==> src/rtl/pmem_pkg.sv <==
// Shared types and sizing for the physical-memory burst adapter.
package pmem_pkg;

  localparam int BEAT_W = 64;
  localparam int BEATS  = 4;
  localparam int LINE_W = 256;

  typedef enum logic [1:0] {
    IDLE  = 2'd0,
    READ  = 2'd1,
    WRITE = 2'd2,
    DONE  = 2'd3
  } pmem_state_t;

  typedef logic [LINE_W-1:0] line_t;
  typedef logic [BEAT_W-1:0] beat_t;

endpackage

==> src/rtl/pmem_burst_adapter.sv <==
// Turns one 256-bit cache-line request into a 4 x 64-bit memory burst and back.
// Define PMEM_ADAPTER_WRITE_EN for the read/write (data-cache) build; default is read-only.
module pmem_burst_adapter #(
  parameter int BEATS  = pmem_pkg::BEATS,
  parameter int BEAT_W = pmem_pkg::BEAT_W
) (
  input  logic                      clk,
  input  logic                      rst,
  input  logic [31:0]               address_i,
  input  logic [BEATS*BEAT_W-1:0]   line_i,
  input  logic                      read_i,
  input  logic                      write_i,
  output logic [BEATS*BEAT_W-1:0]   line_o,
  output logic                      resp_o,
  input  logic [BEAT_W-1:0]         burst_i,
  output logic [BEAT_W-1:0]         burst_o,
  output logic [31:0]               address_o,
  output logic                      read_o,
  output logic                      write_o,
  input  logic                      resp_i
);
  import pmem_pkg::*;

  localparam int LW    = BEATS * BEAT_W;
  localparam int CNT_W = $clog2(BEATS);
  localparam int OFF_W = $clog2(LW / 8);
  localparam logic [CNT_W-1:0] LAST = CNT_W'(BEATS - 1);

  pmem_state_t        state_q, state_d;
  logic [CNT_W-1:0]   cnt_q, cnt_d;
  logic [31:0]        addr_q, addr_d;
  logic [LW-1:0]      line_q, line_d;
  logic               wr_req;

`ifdef PMEM_ADAPTER_WRITE_EN
  logic [LW-1:0]      buf_q, buf_d;

  assign wr_req  = write_i;
  assign write_o = (state_q == WRITE);
  assign burst_o = write_o ? buf_q[cnt_q*BEAT_W +: BEAT_W] : '0;

  // Line is captured on acceptance so later line_i changes cannot leak into the burst.
  always_comb begin
    buf_d = buf_q;
    if (state_q == IDLE && write_i) buf_d = line_i;
  end

  always_ff @(posedge clk) begin
    if (rst) buf_q <= '0;
    else     buf_q <= buf_d;
  end
`else
  logic unused_wr;

  assign wr_req    = 1'b0;
  assign write_o   = 1'b0;
  assign burst_o   = '0;
  assign unused_wr = ^{write_i, line_i};
`endif

  assign read_o    = (state_q == READ);
  assign resp_o    = (state_q == DONE);
  assign address_o = addr_q;
  assign line_o    = line_q;

  always_comb begin
    state_d = state_q;
    cnt_d   = cnt_q;
    addr_d  = addr_q;
    line_d  = line_q;
    case (state_q)
      IDLE: begin
        // Write-back wins so a dirty victim leaves before its refill arrives.
        if (wr_req) begin
          addr_d  = {address_i[31:OFF_W], {OFF_W{1'b0}}};
          cnt_d   = '0;
          state_d = WRITE;
        end else if (read_i) begin
          addr_d  = {address_i[31:OFF_W], {OFF_W{1'b0}}};
          cnt_d   = '0;
          state_d = READ;
        end
      end
      READ: begin
        if (resp_i) begin
          line_d[cnt_q*BEAT_W +: BEAT_W] = burst_i;
          cnt_d = cnt_q + 1'b1;
          if (cnt_q == LAST) state_d = DONE;
        end
      end
`ifdef PMEM_ADAPTER_WRITE_EN
      WRITE: begin
        if (resp_i) begin
          cnt_d = cnt_q + 1'b1;
          if (cnt_q == LAST) state_d = DONE;
        end
      end
`endif
      DONE:    state_d = IDLE;
      default: state_d = IDLE;
    endcase
  end

  always_ff @(posedge clk) begin
    if (rst) begin
      state_q <= IDLE;
      cnt_q   <= '0;
      addr_q  <= '0;
      line_q  <= '0;
    end else begin
      state_q <= state_d;
      cnt_q   <= cnt_d;
      addr_q  <= addr_d;
      line_q  <= line_d;
    end
  end

endmodule

==> config.mk <==
export PLATFORM = sky130hd
export DESIGN_NAME = pmem_burst_adapter
export DESIGN_NICKNAME = d
export VERILOG_FILES = /design/src/rtl/pmem_pkg.sv /design/src/rtl/pmem_burst_adapter.sv
export SDC_FILE = /design/constraint.sdc
export NUM_CORES = 1
export LEC_CHECK = 0
export ABC_AREA = 1
export BUFFER_PORTS_ARGS = -buffer_cell sky130_fd_sc_hd__buf_4
export CAP_MARGIN = 20
export CORE_AREA = 2 2 281 283
export DETAILED_ROUTE_END_ITERATION = 12
export DIE_AREA = 0 0 283 285
export PLACE_DENSITY_LB_ADDON = 0.25
export SLEW_MARGIN = 40
export SYNTH_ARGS = -nofsm -noshare
export SYNTH_HDL_FRONTEND = slang
export SYNTH_SLANG_ARGS = --single-unit
==> constraint.sdc <==
create_clock -name clk -period 4.9 [get_ports clk]
set_clock_uncertainty 0.05 [all_clocks]
set_input_delay 0.98 -clock clk [delete_from_list [all_inputs] [get_ports clk]]
set_output_delay 0.98 -clock clk [all_outputs]
set_load 0.1 [all_outputs]
==> key figures <==
Outcome
  – Outcome: finished clean

Die
  – Die area: 80700 um2
  – # IOs: 712
  – Initial Util: 18.3%
  – FP Rows: 103
  – Die X: 283 um
  – Die height: 285 um
  – Core area: 78000 um2

Global route
  – Pin count of the biggest net entering global routing: 124
  – Total grt overflow: 0
  – Vias in the first global route: 12.7k
  – Initial antenna violation count: 5
  – GR Util All Layers: 15.7%
  – First-pass GRT wire length: 92.5 mm

Clocking
  – CTS Sinks: 287
  – # resized after CTS: 0
  – Clock root cell: clkbuf_16
  – CTS tree: yes
  – Hold buffer count at cts: 0
  – Setup Buffers After CTS: 0
  – CTS H-tree lvls: 2
  – Total CTS buffers: 41
  – Worst skew pair latency: 560 ps
  – Longest Clk Path Bufs: 3
  – Clock transition at path regs: 50 ps

Cells and area
  – Final instance area: 19200 um2
  – Non-Filler Instances: 3783
  – Multi-input logic area: 6250 um2
  – Fill count: 8979
  – Flip-flop and latch area: 5750 um2
  – Share of cells above drive strength 1: 17.6%
  – Layout net count: 3066
  – Commonest non-fill, non-tap cell in the layout: nor2_1
  – Synth-to-Final Area Change: 34.9%
  – Most frequent cells in the layout: nor2_1, nand2_1, inv_1

Critical path
  – CP endpoint kind: register
  – Critical path startpoint category: register
  – WS Path Type: reg2reg
  – Worst EP required: 5330 ps
  – Crit path DAT: 3570 ps
  – Worst Path Max Fanout: 37

Timing
  – Minimum clock period: 3140 ps
  – Hold Vio Cnt, Final: 0
  – WHS: 433 ps
  – RSZ-0062 raised after global routing: false
  – Least-Margin Pin Slew: 943 ps
  – Fin crit share: 64.1%
  – Setup TNS: 0 ps
  – FMAX: 0.319 GHz
  – Max-slew violations: 0
  – Worst slew margin: 36.9%
  – Setup violators final: 0

Placement
  – DP Wirelength: 47.4 mm
  – # port buffers: 379
  – Post-DP Area: 17900 um2
  – Placed insts: 3710
  – RePlAce Congestion: 0.792

Synth
  – Post-synthesis xor/xnor area fraction: 0%
  – Post-synthesis adder-cell area fraction: 0.526%
  – #FFs+latches synth: 287
  – Mean Syn Cell Area: 5.95 um2
  – Synth Area in Compound Gates: 1.82%
  – Simple logic cell fraction of the synthesized area: 39.1%
  – Largest family of logic cells by synthesized area: simple AND/OR/NAND/NOR gates
  – YS warnings: 0
  – Sequential fraction of the synthesis area: 40.3%
  – Synth Cell Area: 14300 um2
  – Post-Syn Instances: 2397
  – Mux cell area share after synthesis: 0%
  – Post-synth cell types: 21

Routing
  – Iter 0 DRT Violations: 891
  – Via Count: 13.9k
  – TritonRoute pass-1 iters: 6
  – WL per Instance: 17.3 um
  – Vias/cell: 3.67
  – DRC Markers: 0
  – DRT antenna net count: 0
  – Routed WL: 65.4 mm

Power and ir drop
  – Power Dens Cells: 351 nW/um2
  – Pleak: 10.2 nW
  – Total power: 6.75 mW
  – Worst vdd rail ir drop: 0.000176 V

Hold path
  – Hold Path Class: reg2reg

Flow run
  – Max-cap viol count: 0
==> routing by layer <==
metal,up-vias,GRT usage [%],wire length [um]
met5,-,0,13
met4,2,3.82,1360
met3,67,6.69,6930
met2,389,21.3,25000
met1,6052,22.4,32100
li1,7372,-,-
==> cell families (layout without fill, tap and decap cells) <==
family | after synthesis | after routing
AO/OA/AOI/OAI | 52 | 52
adder cells (fa/ha/maj) | 6 | 6
buffers and inverters | 610 | 874
flip-flops | 287 | 287
other | 1 | 73
AND/OR/NAND/NOR | 1441 | 1441
==> synthesized netlist by cell type <==
master	instances	area [um2]
nor2_1	668	2510
nand2_1	650	2440
inv_1	397	1490
dfxtp_1	287	5750
nand3_1	115	576
clkbuf_1	88	330
buf_4	71	533
o21ai_0	36	180
buf_2	35	175
o21ai_1	14	70.1
buf_1	13	48.8
ha_1	6	75.1
clkinv_1	3	11.3
nor2_2	3	18.8
a21oi_1	2	10.0
inv_2	2	7.51
nand4_1	2	12.5
nor2_4	2	22.5
clkbuf_2	1	5.00
conb_1	1	3.75
nor3_1	1	5.00
==> registers in the layout, indices dropped and copies added, names as in the netlist <==
name / flops
address_o: 27
cnt_q: 2
line_o: 256
state_q: 2
==> per-stage QoR <==
stage / utilization [%] / worst slack [ps]
3_3_place_gp: 22.9 / 1380
5_1_grt: 24.7 / 1560
4_1_cts: 24.7 / 1720
3_5_place_dp: 23.0 / 1730
6_report: 24.7 / 1760
2_1_floorplan: - / 2540
==> area by class of cell <==
cell class / count / area share [%]
antenna: 3 / 0.0390
clock buffer: 63 / 6.40
clock inverter: 7 / 0.384
inverter: 402 / 7.89
multi-input combinational: 1569 / 32.5
sequential: 287 / 29.9
tap: 1050 / 6.83
timing repair buffer: 402 / 16.1
==> critical path, stage by stage (launching register included) <==
cell,delay (ps)
dfxtp_4,450
clkinv_1,110
buf_4,220
ha_1,240
buf_4,260
inv_2,580
buf_4,460
nand2_1,300
nor2_1,170
nor2_1,60
nor2_1,110
==> worst paths after layout <==
| path | start | end | slack (ps) | cells after the start |
|---|---|---|---|---|
| max | cnt_q[0]$_SDFFE_PP0P_ | line_o[183]$_SDFFE_PP0P_ | 1760 | 10 |
| min | address_o[8]$_SDFFE_PP0P_ | address_o[8]$_SDFFE_PP0P_ | 430 | 2 |
| max reg2reg | cnt_q[0]$_SDFFE_PP0P_ | line_o[183]$_SDFFE_PP0P_ | 1760 | 10 |
| min reg2reg | address_o[8]$_SDFFE_PP0P_ | address_o[8]$_SDFFE_PP0P_ | 430 | 2 |
==> power breakdown <==
group	switching [mW]	internal [mW]
Clock	1.18	1.77
Sequential	0.0364	2.40
Combinational	1.11	0.239
No activity file was read; power rests on OpenSTA's default activity.
